## src/rtl/seg7_pkg.sv

```systemverilog
// Shared types and constants for the multiplexed 7-segment scan driver.
// Segment patterns are active low, ordered {a,b,c,d,e,f,g}.
package seg7_pkg;

  typedef enum logic {S_BLANK = 1'b0, S_ON = 1'b1} state_t;

  localparam logic [6:0] SEG_OFF = 7'h7F;

  localparam logic [6:0] SEG_0 = 7'b000_0001;
  localparam logic [6:0] SEG_1 = 7'b100_1111;
  localparam logic [6:0] SEG_2 = 7'b001_0010;
  localparam logic [6:0] SEG_3 = 7'b000_0110;
  localparam logic [6:0] SEG_4 = 7'b100_1100;
  localparam logic [6:0] SEG_5 = 7'b010_0100;
  localparam logic [6:0] SEG_6 = 7'b010_0000;
  localparam logic [6:0] SEG_7 = 7'b000_1111;
  localparam logic [6:0] SEG_8 = 7'b000_0000;
  localparam logic [6:0] SEG_9 = 7'b000_0100;
  localparam logic [6:0] SEG_A = 7'b000_1000;
  localparam logic [6:0] SEG_B = 7'b110_0000;
  localparam logic [6:0] SEG_C = 7'b011_0001;
  localparam logic [6:0] SEG_D = 7'b100_0010;
  localparam logic [6:0] SEG_E = 7'b011_0000;
  localparam logic [6:0] SEG_F = 7'b011_1000;

  function automatic logic [6:0] hex_to_seg(input logic [3:0] hex);
    logic [6:0] seg;
    case (hex)
      4'h0: seg = SEG_0;
      4'h1: seg = SEG_1;
      4'h2: seg = SEG_2;
      4'h3: seg = SEG_3;
      4'h4: seg = SEG_4;
      4'h5: seg = SEG_5;
      4'h6: seg = SEG_6;
      4'h7: seg = SEG_7;
      4'h8: seg = SEG_8;
      4'h9: seg = SEG_9;
      4'hA: seg = SEG_A;
      4'hB: seg = SEG_B;
      4'hC: seg = SEG_C;
      4'hD: seg = SEG_D;
      4'hE: seg = SEG_E;
      default: seg = SEG_F;
    endcase
    return seg;
  endfunction

endpackage

```

## src/rtl/seg7_lz_mask.sv

```systemverilog
// Per-digit dark vector: forced blanking plus leading-zero suppression.
// Digit 0 is never suppressed so an all-zero value still shows a single '0'.
module seg7_lz_mask
  import seg7_pkg::*;
#(
  parameter int N_DIGITS = 8
) (
  input  logic [4*N_DIGITS-1:0] i_value,
  input  logic [N_DIGITS-1:0]   i_blank_mask,
  input  logic                  i_lz_en,
  output logic [N_DIGITS-1:0]   o_dark
);

  // w_zero_above[i] = every digit j >= i is zero
  logic [N_DIGITS:0] w_zero_above;

  always_comb begin
    w_zero_above           = '0;
    w_zero_above[N_DIGITS] = 1'b1;
    for (int i = N_DIGITS - 1; i >= 0; i--) begin
      w_zero_above[i] = w_zero_above[i+1] & (i_value[4*i +: 4] == 4'h0);
    end
    o_dark = i_blank_mask;
    for (int i = 1; i < N_DIGITS; i++) begin
      o_dark[i] = i_blank_mask[i] | (i_lz_en & w_zero_above[i]);
    end
  end

endmodule

```

## src/rtl/seg7_scan_driver.sv

```systemverilog
// Time-multiplexed N-digit common-anode driver: shadow registers, blank/on
// slot FSM, and registered SEG/DP/AN outputs sampled at each slot entry.
module seg7_scan_driver
  import seg7_pkg::*;
#(
  parameter int N_DIGITS  = 8,
  parameter int ON_CYC    = 100000,
  parameter int BLANK_CYC = 1000
) (
  input  logic                  clk,
  input  logic                  rst,
  input  logic                  load,
  input  logic [4*N_DIGITS-1:0] value,
  input  logic [N_DIGITS-1:0]   blank_mask,
  input  logic [N_DIGITS-1:0]   dp_mask,
  input  logic                  lz_en,
  output logic [6:0]            SEG,
  output logic                  DP,
  output logic [N_DIGITS-1:0]   AN,
  output logic [3:0]            seg_debug,
  output logic [2:0]            an_debug
);

  localparam int MAX_CYC = (ON_CYC > BLANK_CYC) ? ON_CYC : BLANK_CYC;
  localparam int CNT_W   = (MAX_CYC > 1) ? $clog2(MAX_CYC) : 1;
  localparam int IDX_W   = (N_DIGITS > 1) ? $clog2(N_DIGITS) : 1;

  localparam logic [CNT_W-1:0] ON_LAST    = CNT_W'(ON_CYC - 1);
  localparam logic [CNT_W-1:0] BLANK_LAST = CNT_W'(BLANK_CYC - 1);
  localparam logic [IDX_W-1:0] IDX_LAST   = IDX_W'(N_DIGITS - 1);

  state_t              r_state, w_state_nxt;
  logic [CNT_W-1:0]    r_cnt, w_cnt_nxt;
  logic [IDX_W-1:0]    r_idx, w_idx_nxt;
  logic                w_enter_on, w_leave_on;

  logic [4*N_DIGITS-1:0] r_value;
  logic [N_DIGITS-1:0]   r_blank_mask, r_dp_mask;
  logic                  r_lz_en;
  logic [N_DIGITS-1:0]   w_dark;

  logic [6:0]          r_seg, w_seg_nxt;
  logic                r_dp_out, w_dp_nxt;
  logic [N_DIGITS-1:0] r_an, w_an_nxt, w_an_sel;
  logic [3:0]          r_seg_dbg, w_seg_dbg_nxt, w_digit;

  seg7_lz_mask #(.N_DIGITS(N_DIGITS)) u_lz_mask (
    .i_value      (r_value),
    .i_blank_mask (r_blank_mask),
    .i_lz_en      (r_lz_en),
    .o_dark       (w_dark)
  );

  always_comb begin
    w_state_nxt = r_state;
    w_cnt_nxt   = r_cnt + 1'b1;
    w_idx_nxt   = r_idx;
    w_enter_on  = 1'b0;
    w_leave_on  = 1'b0;
    case (r_state)
      S_BLANK: begin
        if (r_cnt == BLANK_LAST) begin
          w_state_nxt = S_ON;
          w_cnt_nxt   = '0;
          w_enter_on  = 1'b1;
        end
      end
      default: begin
        if (r_cnt == ON_LAST) begin
          w_state_nxt = S_BLANK;
          w_cnt_nxt   = '0;
          w_leave_on  = 1'b1;
          w_idx_nxt   = (r_idx == IDX_LAST) ? '0 : r_idx + 1'b1;
        end
      end
    endcase
  end

  // Digit data is captured only on slot entry and held for the whole slot
  always_comb begin
    w_digit       = r_value[{r_idx, 2'b00} +: 4];
    w_an_sel      = ~(N_DIGITS'(1) << r_idx);
    w_seg_nxt     = r_seg;
    w_dp_nxt      = r_dp_out;
    w_an_nxt      = r_an;
    w_seg_dbg_nxt = r_seg_dbg;
    if (w_enter_on) begin
      w_dp_nxt = ~r_dp_mask[r_idx];
      if (w_dark[r_idx]) begin
        w_seg_nxt     = SEG_OFF;
        w_seg_dbg_nxt = 4'hF;
        w_an_nxt      = r_dp_mask[r_idx] ? w_an_sel : '1;
      end else begin
        w_seg_nxt     = hex_to_seg(w_digit);
        w_seg_dbg_nxt = w_digit;
        w_an_nxt      = w_an_sel;
      end
    end else if (w_leave_on) begin
      w_seg_nxt     = SEG_OFF;
      w_dp_nxt      = 1'b1;
      w_an_nxt      = '1;
      w_seg_dbg_nxt = 4'hF;
    end
  end

  always_ff @(posedge clk) begin
    if (rst) begin
      r_state      <= S_BLANK;
      r_cnt        <= '0;
      r_idx        <= '0;
      r_value      <= '0;
      r_blank_mask <= '0;
      r_dp_mask    <= '0;
      r_lz_en      <= 1'b0;
      r_seg        <= SEG_OFF;
      r_dp_out     <= 1'b1;
      r_an         <= '1;
      r_seg_dbg    <= 4'hF;
    end else begin
      r_state   <= w_state_nxt;
      r_cnt     <= w_cnt_nxt;
      r_idx     <= w_idx_nxt;
      r_seg     <= w_seg_nxt;
      r_dp_out  <= w_dp_nxt;
      r_an      <= w_an_nxt;
      r_seg_dbg <= w_seg_dbg_nxt;
      if (load) begin
        r_value      <= value;
        r_blank_mask <= blank_mask;
        r_dp_mask    <= dp_mask;
        r_lz_en      <= lz_en;
      end
    end
  end

  assign SEG       = r_seg;
  assign DP        = r_dp_out;
  assign AN        = r_an;
  assign seg_debug = r_seg_dbg;
  assign an_debug  = 3'(r_idx);

endmodule

```

## config.mk

```make
export PLATFORM = sky130hd
export DESIGN_NAME = seg7_scan_driver
export DESIGN_NICKNAME = d
export VERILOG_FILES = /design/src/rtl/seg7_pkg.sv /design/src/rtl/seg7_lz_mask.sv /design/src/rtl/seg7_scan_driver.sv
export SDC_FILE = /design/constraint.sdc
export NUM_CORES = 1
export LEC_CHECK = 0
export ABC_AREA = 1
export BUFFER_PORTS_ARGS = -buffer_cell sky130_fd_sc_hd__buf_4
export CAP_MARGIN = 20
export CORE_ASPECT_RATIO = 1.75
export CORE_UTILIZATION = 63
export CTS_BUF_LIST = sky130_fd_sc_hd__clkbuf_4 sky130_fd_sc_hd__clkbuf_8
export CTS_CLUSTER_DIAMETER = 40
export CTS_CLUSTER_SIZE = 16
export DETAILED_ROUTE_END_ITERATION = 7
export PLACE_DENSITY = 0.94
export RECOVER_POWER = 50
export SYNTH_ARGS = -nofsm -noshare
export SYNTH_HDL_FRONTEND = slang
export SYNTH_HIERARCHICAL = 1
export SYNTH_SLANG_ARGS = --single-unit
```

## constraint.sdc

```tcl
create_clock -name clk -period 3.2 [get_ports clk]
set_clock_uncertainty 0.2 [all_clocks]
set_input_delay 0.32 -clock clk [delete_from_list [all_inputs] [get_ports clk]]
set_output_delay 0.32 -clock clk [all_outputs]
set_load 0.02 [all_outputs]
```

==> impl_metrics.json, run 1 <==
{
  "status": "finished with violations",
  "violations": "negative hold slack",
  "slew_headroom_pct": 36.7,
  "clkPwrFrac_pct": 34.7,
  "drtIter0Drc": 242,
  "cts_root_buf": "clkbuf_8",
  "yosys.cell_types.count": 44,
  "post-route-period-util_pct": 82.8,
  "fin_cells": 842,
  "core_area_sq_um": 7180,
  "p_switching_uw": 575,
  "worst_slew_pin_slew_ns": 0.948,
  "synth_nets": 728,
  "vdd_drop_max_mv": 0.442,
  "syn_inst": 663,
  "antenna_found_initial": 0,
  "hold_path.class": "primary input to flip-flop",
  "clkSinkCount": 90,
  "p_sw_share_pct": 25.3,
  "synth_top_area_share_pct": 38.7,
  "crit_type": "flip-flop to flip-flop",
  "clkSlewWorstSetupHoldPaths_ns": 0.08,
  "grt_max_degree": 50,
  "ys_async_sr_fraction_pct": 0,
  "port_buffers": 74,
  "path_max_fanout": 28,
  "pwr-share-comb_pct": 12.5,
  "wl_per_cell_um": 14.5,
  "die_y_um": 116,
  "clk_latency_ns": 0.38,
  "whs_ns": -0.00279,
  "finalSetupViolCount": 0,
  "utilization_pct": 77.2,
  "synth_ff_type": "dfxtp_1",
  "worstPathRequired_ns": 3.27,
  "rsz0062_at_grt": "no",
  "p_per_area_nw_per_um2": 410,
  "n_fill_cell": 529,
  "synth_top_area_cell": "dfxtp_1",
  "hold_violations": 1,
  "layout.nets": 817,
  "ant_nets": 0,
  "grt_overflow": 0,
  "drc": 0,
  "cts_tree": "done",
  "cp.arrival_ns": 2.72,
  "place_inst": 798,
  "start_kind": "flip-flop",
  "seq_area_frac_synth_pct": 38.7,
  "fp.dieW_um": 67.0,
  "cts_max_level": 3,
  "ys_warn_count": 6,
  "yosys.cell_count.top_type": "nor2_1",
  "ys_ff_latch": 90,
  "grt_pass1_wl_um": 19500,
  "gp_congestion": 0.879,
  "io_pins": 75,
  "synth_edf_count": 0,
  "netlist_area_sq_um": 4660,
  "diodes": 0,
  "seq_power_share_pct": 52.9,
  "die_area_sq_um": 7750,
  "post_cts_buffers": 0,
  "vias_per_cell": 5.46,
  "p_int_mw": 1.70,
  "maxCapViolations": 0,
  "end_kind": "flip-flop",
  "rows": 41,
  "cts_buffer_depth": 2,
  "globalRouteTotalUtil_pct": 33.7,
  "routed-via-count": 4595,
  "post-route-min-period_ns": 2.65,
  "firstDrtPassIters": 6,
  "p_leak_nw": 2.48,
  "finalWirelength_um": 12200,
  "max_freq_mhz": 377,
  "grt_pass1_vias": 4495,
  "drive_above_1_share_pct": 13.1,
  "slew_viol_final": 0,
  "dpl.hpwl_um": 8380,
  "cts-resized-gates": 0,
  "totalNegativeSetupSlack_ns": 0,
  "netlist_top_cells_area": "dfxtp_1 (39%), nor2_1 (12%), nand2_1 (7.7%), o21ai_0 (7.0%), inv_1 (5.9%)",
  "avgSynthCellArea_sq_um": 7.02,
  "cts_buffers": 9,
  "initial_core_util_pct": 64.8,
  "area_delta_synth_final_pct": 19.1,
  "synth_common_cells": "nor2_1 (145), nand2_1 (96), dfxtp_1 (90), inv_1 (73), o21ai_0 (65)"
}
power groups by stage:
stage,combinational [mW],sequential (mW),clock [mW]
3_5_place_dp,0.246,1.23,0
6_report,0.284,1.20,0.789
4_1_cts,0.278,1.20,0.788
2_1_floorplan,0.166,1.21,0
3_3_place_gp,0.239,1.22,0
5_1_grt,0.313,1.21,0.840
worst max-delay path, stage by stage (launching register included):
cell and delay (ns):
dfxtp_1 0.33, ha_1 0.23, nand2_1 0.17, nor2_4 0.07, nand3_1 0.21, nand2_1 0.20
inv_6 0.11, nand2_1 0.54, o22ai_1 0.42, inv_1 0.06
sequential cells by signal (all words and copies together), names as in the netlist, 3 cells and up:
register,flops
r_value,32
r_dp_mask,8
r_cnt,17
AN,8
r_blank_mask,8
an_debug,3
seg_debug,4
SEG,7
path summary, 6_finish.rpt:
check	start	end	slack [ns]	cells after the start
setup reg to reg	r_cnt[0]$_SDFF_PP0_	seg_debug[1]$_SDFFE_PP1P_	0.55	9
setup / recovery	r_cnt[0]$_SDFF_PP0_	seg_debug[1]$_SDFFE_PP1P_	0.55	9
hold / removal	dp_mask[4]	r_dp_mask[4]$_SDFFE_PP0P_	-0.003	3
hold reg to reg	r_cnt[0]$_SDFF_PP0_	r_cnt[0]$_SDFF_PP0_	0.27	1
through the flow:
stage / hold WS, ns / total power [mW] / instance area [sq um] / setup WS, ns
after CTS: 0.000556 / 2.27 / 5670 / 0.783
final: -0.00279 / 2.28 / 5540 / 0.549
after global routing: 0.0179 / 2.36 / 5540 / 0.360
after floorplan: 0.217 / 1.38 / 4660 / 0.958
after detailed placement: 0.251 / 1.47 / 5180 / 0.789
after global placement: 0.227 / 1.46 / 5180 / 0.852
cell families after synthesis:
logic type,Yosys count,share of synthesized area (%)
buf+inv,109,10.4
fa+ha+maj,13,3.49
flops,90,38.7
simple gates,326,32.6
compound gates,117,13.3
xor+xnor,8,1.51
layer usage:
metal / routed length [um] / global-route usage [%]
met1: 4530 / 33.6
met2: 6510 / 60.8
met3: 514 / 4.92
met4: 659 / 25.1
met5: 0 / 0
cell usage in the layout, fill, tap and decap left out, types with 2 or more instances in the layout:
cell / synthesis / routed
a21oi_1: 34 / 34
a21oi_2: 2 / 2
and2_4: 2 / 2
buf_4: 5 / 53
clkbuf_1: 13 / 23
clkbuf_4: 0 / 3
clkbuf_8: 0 / 10
clkinv_1: 3 / 3
dfxtp_1: 90 / 90
dlygate4sd3_1: 0 / 29
ha_1: 13 / 13
inv_1: 73 / 73
inv_2: 3 / 3
nand2_1: 96 / 99
nand2_2: 6 / 5
nand3_1: 42 / 43
nand3_2: 3 / 2
nand4_1: 5 / 5
nor2_1: 145 / 147
nor2_2: 4 / 2
nor2_4: 5 / 5
nor3_1: 3 / 3
nor3b_1: 4 / 4
nor4_4: 3 / 3
o21a_1: 2 / 2
o21ai_0: 65 / 65
o21ai_1: 5 / 5
o22ai_1: 4 / 4
or2_1: 2 / 2
xor2_1: 7 / 7
area by class of cell:
| class | count | area [sq um] | share of cell area (%) |
|---|---|---|---|
| Sequential cell | 90 | 1800 | 32.5 |
| Clock inverter | 2 | 37.5 | 0.677 |
| Inverter | 80 | 305 | 5.51 |
| Tap cell | 86 | 108 | 1.94 |
| Multi-Input combinational cell | 464 | 2330 | 42.1 |
| Clock buffer | 13 | 160 | 2.89 |
| Timing Repair Buffer | 107 | 800 | 14.4 |
timing repair:
item | in CTS | in global routing
hold buffers | 29 | 0
setup endpoints to repair | 0 | 0
hold endpoints to repair | 33 | 0
Note: power is estimated with default switching activity, not from simulation.
==> run 2: changes to the inputs <==
- ABC_AREA: 1 -> 0
- CORE_UTILIZATION: 63 -> 58
- PLACE_DENSITY: 0.94 -> 0.88
- clock period: 3.2 -> 2.68 ns (I/O delays scaled with it)
==> run 2 against run 1 <==
Against the previous run:
- the flow finishes with violations (max-capacitance violations, max-slew violations, negative setup slack)
- sequential power rose by 19%
- worst setup slack got worse by 0.58 ns
- hold slack gained 0.19 ns
- combinational power grew 30%
- clock power rose by 37%
- final cell count is 23% lower
- die area shrank 1.6%
- sequential cell count stayed put
- area after synthesis is 9.5% lower
- critical path type unchanged
- critical endpoint is now AN[0]$_SDFFE_PP1P_
- highest routed layer unchanged
==> impl_metrics.json, run 2 <==
{
  "status": "finished with violations",
  "violations": "max-capacitance violations, max-slew violations, negative setup slack",
  "start_kind": "flip-flop",
  "area_delta_synth_final_pct": 36.2,
  "final_area_sq_um": 5740,
  "netlist_top_cells_area": "dfxtp_1 (43%), mux2i_1 (13%), nor2_1 (7.7%), mux4_2 (6.4%), ha_1 (3.9%)",
  "yosys.cell_count.top_type": "dfxtp_1",
  "synth_ff_type": "dfxtp_1",
  "grt_pass1_wl_um": 19000,
  "ys_ff_latch": 90,
  "met1_usage_pct": 33.5,
  "dpl.hpwl_um": 7310,
  "holdCritStartpoint": "rst",
  "die_area_sq_um": 7620,
  "diodes": 0,
  "wl_per_cell_um": 18.4,
  "grt_pass1_vias": 3928,
  "antenna_found_initial": 0,
  "fp.dieW_um": 66.4,
  "path_max_fanout": 4,
  "io_pins": 75,
  "reg2reg_depth": 9,
  "hold_violations": 0,
  "slew_headroom_pct": -5.51,
  "drtIter0Drc": 292,
  "die_y_um": 115,
  "clkSlewWorstSetupHoldPaths_ns": 0.10,
  "initial_core_util_pct": 60.6,
  "layout.nets": 623,
  "cts_tree": "done",
  "seq_area_frac_synth_pct": 42.8,
  "p_per_area_nw_per_um2": 500,
  "grt_max_degree": 59,
  "grtUsageMet2_pct": 64.6,
  "avgSynthCellArea_sq_um": 10.1,
  "max_freq_mhz": 369,
  "final_common_cell": "buf_4",
  "firstDrtPassIters": 5,
  "routed-via-count": 3799,
  "clkSinkCount": 90,
  "largest_reg_flops": 32,
  "drc": 0,
  "grtUsageMet3_pct": 5.85,
  "rsz0062_at_grt": "yes",
  "place_inst": 581,
  "synth_top_area_cell": "dfxtp_1",
  "reg_top3": "r_value x32, r_cnt x17",
  "post-route-period-util_pct": 101,
  "rows": 40,
  "crit_type": "flip-flop to flip-flop",
  "yosys.cell_types.count": 52,
  "end_kind": "flip-flop",
  "hold_path_end": "r_value[20]$_SDFFE_PP0P_",
  "p_leak_nw": 2.49,
  "synth_nets": 483,
  "hold_path.class": "primary input to flip-flop",
  "regMostFlops": "r_value",
  "syn_inst": 418,
  "r2r-end": "AN[0]$_SDFFE_PP1P_",
  "slew_viol_final": 50,
  "cp.arrival_ns": 2.78,
  "ys_warn_count": 6,
  "ant_nets": 0,
  "worst_slew_pin_slew_ns": 1.58,
  "worstPathRequired_ns": 2.75,
  "whs_path_depth": 2,
  "cts_buffer_depth": 2,
  "finalPower_mw": 2.87,
  "maxCapViolations": 1,
  "clk_latency_ns": 0.38,
  "post-route-min-period_ns": 2.71,
  "r2r_start": "r_lz_en$_SDFFE_PP0P_",
  "setup_ws_ns": -0.0284,
  "finalWirelength_um": 11900,
  "netlist_area_sq_um": 4210,
  "mostFrequentLayoutCells": "buf_4 (97), nor2_1 (87), dfxtp_1 (86)",
  "drive_above_1_share_pct": 28.1,
  "whs_ns": 0.189,
  "gp_congestion": 0.911,
  "core_area_sq_um": 6960,
  "cts_root_buf": "clkbuf_8",
  "regToRegSetupSlack_ns": -0.03,
  "vias_per_cell": 5.87,
  "synth_edf_count": 0,
  "globalRouteTotalUtil_pct": 34.1,
  "cts_buffers": 9,
  "dpl-instance-area_sq_um": 4980,
  "top_usage_layer": "met2",
  "synth_top_area_share_pct": 42.8,
  "cts_max_level": 3,
  "vdd_drop_max_mv": 0.448,
  "finalSetupViolCount": 6,
  "port_buffers": 74,
  "fin_cells": 647,
  "ys_async_sr_fraction_pct": 0,
  "grt_overflow": 0,
  "synth_common_cells": "dfxtp_1 (90), nor2_1 (87), mux2i_1 (56), a21oi_1 (15), nand2_1 (15)"
}
run 2: cell types whose count changed in the layout (fill, tap and decap cells not counted), sizes merged, moves of 43 or more:
cell,before,now
nand2,104,15
buf,54,97
o21ai,71,4
mux2i,0,58
inv,77,14
nor2,154,87
run 2: worst max-delay path: stages (launching register included):
cell	delay (ns)
dfxtp_2	0.33
nor4b_4	0.13
and2b_1	0.19
or2_4	0.22
mux4_2	0.46
mux2_4	0.33
a2111oi_4	0.34
buf_4	0.18
and2_4	0.16
a21oi_1	0.06
run 2: layout make-up:
| type | count | area [sq um] |
|---|---|---|
| Timing Repair Buffer | 149 | 1230 |
| Multi-Input combinational cell | 295 | 2320 |
| Fill cell | 343 | 1220 |
| Clock buffer | 12 | 153 |
| Inverter | 13 | 48.8 |
| Sequential cell | 90 | 1810 |
| Clock inverter | 4 | 73.8 |
| Tap cell | 84 | 105 |
run 2: how the worst max path moves through the flow:
stage / startpoint / end / slack, ns / cells after the start
after floorplan: r_value[31]$_SDFFE_PP0P_ / SEG[1]$_SDFFE_PP1P_ / 0.04 / 8
after global placement: r_lz_en$_SDFFE_PP0P_ / AN[0]$_SDFFE_PP1P_ / 0.02 / 9
after detailed placement: r_value[31]$_SDFFE_PP0P_ / AN[2]$_SDFFE_PP1P_ / -0.04 / 9
after CTS: r_lz_en$_SDFFE_PP0P_ / AN[2]$_SDFFE_PP1P_ / -0.01 / 9
after global routing: r_lz_en$_SDFFE_PP0P_ / AN[2]$_SDFFE_PP1P_ / -0.11 / 9
final: r_lz_en$_SDFFE_PP0P_ / AN[0]$_SDFFE_PP1P_ / -0.03 / 9
run 2: layer usage:
metal / vias up / share of wire, %
li1: 1753 / -
met2: 163 / 57
met3: 39 / 4.4
met5: - / 0
met1: 1844 / 35
met4: 0 / 4.2
run 2: cell families (layout without fill, tap and decap cells):
kind of cell | Yosys count | count (layout) | synth area share, %
flip-flops | 90 | 90 | 42.8
buffers and inverters | 33 | 178 | 3.53
AND/OR/NAND/NOR | 155 | 155 | 18.8
adder cells (fa/ha/maj) | 13 | 13 | 3.86
multiplexers | 73 | 73 | 21.7
AO/OA/AOI/OAI | 39 | 39 | 6.24
XOR/XNOR | 15 | 15 | 3.12
run 2: stage by stage:
stage,util (%),setup slack (ns),setup TNS (ns)
2_1_floorplan,-,0.0364,0
3_3_place_gp,71.6,0.0157,0
3_5_place_dp,71.6,-0.0390,-0.188
4_1_cts,82.4,-0.0131,-0.0131
5_1_grt,82.5,-0.115,-0.769
6_report,82.5,-0.0284,-0.116
run 2: repair_timing:
item                       CTS  global route
hold endpoints to repair    49             0
hold buffers                49             0
setup buffers                1             0
setup endpoints to repair    7            18
pin swaps                    3             4
gates resized for setup      5             7
run 2: power by group:
group          internal, mW  total, mW  switching (mW)
clock                 0.574       1.08           0.502
sequential             1.38       1.43          0.0429
combinational         0.208      0.369           0.161
==> run 3: changes to the inputs <==
- CORE_UTILIZATION: 58 -> 50
- PLACE_DENSITY: 0.88 -> 0.79
==> run 3 against run 2 <==
Against the previous run:
- the flow finishes with violations (design-rule violations, max-capacitance violations, max-slew violations, negative setup slack)
- register-to-register slack gained 0.02 ns
- clock power decreased by 16%
- design area fell by 1.1%
==> impl_metrics.json, run 3 (synthesized netlist as in run 2, its figures left out) <==
{
  "status": "finished with violations",
  "violations": "design-rule violations, max-capacitance violations, max-slew violations, negative setup slack",
  "clkPwrFrac_pct": 33.7,
  "totalNegativeSetupSlack_ns": -0.0189,
  "max_freq_mhz": 372,
  "whs_ns": 0.182,
  "core_area_sq_um": 8260,
  "antenna_found_initial": 0,
  "grt_pass1_wl_um": 17000,
  "hold_path.class": "primary input to flip-flop",
  "mostFrequentLayoutCells": "buf_4 (91), nor2_1 (87), dfxtp_1 (86)",
  "dpl-instance-area_sq_um": 4960,
  "slew_headroom_pct": -5.97,
  "grt_overflow": 0,
  "clkSlewWorstSetupHoldPaths_ns": 0.08,
  "finalWirelength_um": 10600,
  "slew_viol_final": 50,
  "largest_reg_flops": 32,
  "post-route-min-period_ns": 2.69,
  "vdd_drop_max_mv": 0.449,
  "firstDrtPassIters": 6,
  "start_kind": "flip-flop",
  "post-route-period-util_pct": 100,
  "maxCapViolations": 1,
  "final_common_cell": "buf_4",
  "cts_max_level": 3,
  "end_kind": "flip-flop",
  "reg2reg_depth": 8,
  "cts_root_buf": "clkbuf_8",
  "clk_latency_ns": 0.37,
  "wl_per_cell_um": 16.3,
  "initial_core_util_pct": 51.0,
  "regToRegSetupSlack_ns": -0.01,
  "worstPathRequired_ns": 2.74,
  "regMostFlops": "r_value",
  "hold_violations": 0,
  "clkSinkCount": 90,
  "cts_buffer_depth": 2,
  "utilization_pct": 68.7,
  "p_leak_nw": 2.45,
  "port_buffers": 74,
  "r2r-end": "AN[1]$_SDFFE_PP1P_",
  "pwr-share-comb_pct": 13.3,
  "die_area_sq_um": 8810,
  "vias_per_cell": 5.62,
  "layout.nets": 618,
  "drive_above_1_share_pct": 27.2,
  "crit_type": "flip-flop to flip-flop",
  "dpl.hpwl_um": 7240,
  "fp.dieW_um": 71.4,
  "drtIter0Drc": 209,
  "r2r_start": "r_value[30]$_SDFFE_PP0P_",
  "cts_buffers": 9,
  "rsz0062_at_grt": "yes",
  "post_cts_buffers": 0,
  "globalRouteTotalUtil_pct": 25.6,
  "diodes": 0,
  "seq_power_share_pct": 53.0,
  "drc": 1,
  "grt_max_degree": 59,
  "holdCritStartpoint": "rst",
  "cp.arrival_ns": 2.75,
  "io_pins": 75,
  "finalSetupViolCount": 3,
  "cts_tree": "done",
  "whs_path_depth": 2,
  "hold_path_end": "an_debug[1]$_SDFFE_PP0P_",
  "die_y_um": 123,
  "grt_pass1_vias": 3656,
  "p_sw_share_pct": 25.0,
  "gp_congestion": 0.865,
  "area_delta_synth_final_pct": 34.7,
  "p_per_area_nw_per_um2": 473,
  "final_area_sq_um": 5680,
  "worst_slew_pin_slew_ns": 1.59,
  "p_switching_uw": 671,
  "finalPower_mw": 2.68,
  "reg_top3": "r_value x32, r_cnt x17",
  "path_max_fanout": 4,
  "p_int_mw": 2.01,
  "routed-via-count": 3653,
  "setup_ws_ns": -0.00958,
  "ant_nets": 0,
  "rows": 44
}
==> run 3: timing repair <==
item | CTS | global route
gates cloned | 0 | 0
hold buffers | 49 | 0
endpoints found under the setup margin | 7 | 10
endpoints found under the hold margin | 49 | 0
pin swaps | 3 | 4
gates resized for setup | 3 | 9
==> run 3: power groups by stage <==
| stage | Combinational (mW) | Clock, mW | Sequential (mW) |
|---|---|---|---|
| floorplan | 0.182 | 0 | 1.44 |
| global placement | 0.280 | 0 | 1.45 |
| detailed placement | 0.288 | 0 | 1.45 |
| CTS | 0.347 | 0.917 | 1.42 |
| global route | 0.386 | 0.972 | 1.43 |
| finish | 0.358 | 0.903 | 1.42 |
==> run 3: critical path: stages (launching register included) <==
cell	delay [ns]
dfxtp_1	0.39
nor4b_4	0.07
and2b_1	0.18
or2_4	0.22
mux4_2	0.45
mux2_4	0.33
a2111oi_4	0.44
and2_4	0.25
a21oi_2	0.06
==> run 3: worst max path at each step <==
stage / cells after the start / slack (ns) / end / from
after floorplan: 8 / 0.04 / SEG[1]$_SDFFE_PP1P_ / r_value[31]$_SDFFE_PP0P_
after global placement: 8 / -0.01 / AN[0]$_SDFFE_PP1P_ / r_lz_en$_SDFFE_PP0P_
after detailed placement: 8 / -0.06 / AN[1]$_SDFFE_PP1P_ / r_lz_en$_SDFFE_PP0P_
after CTS: 8 / 0.02 / AN[1]$_SDFFE_PP1P_ / r_lz_en$_SDFFE_PP0P_
after global routing: 8 / -0.11 / AN[1]$_SDFFE_PP1P_ / r_lz_en$_SDFFE_PP0P_
final: 8 / -0.01 / AN[1]$_SDFFE_PP1P_ / r_value[30]$_SDFFE_PP0P_
==> run 3: stage by stage <==
step | cells | worst slack, ns
after floorplan | 418 | 0.0364
after global placement | 585 | -0.0115
after detailed placement | 585 | -0.0567
after CTS | 650 | 0.0174
after global routing | 650 | -0.113
final | 650 | -0.00958
==> run 3: final cells by class <==
cell class	instances	area [sq um]
clock buffer	13	173
clock inverter	3	21.3
fill	614	2580
inverter	13	48.8
multi-input combinational	295	2320
sequential	90	1810
tap	92	115
timing repair buffer	144	1190
==> run 3: per-layer routing <==
layer	global-route usage (%)	part of all wire [%]
met5	0	0
met4	15.6	4.0
met3	4.97	3.5
met2	47.1	55
met1	26.3	38
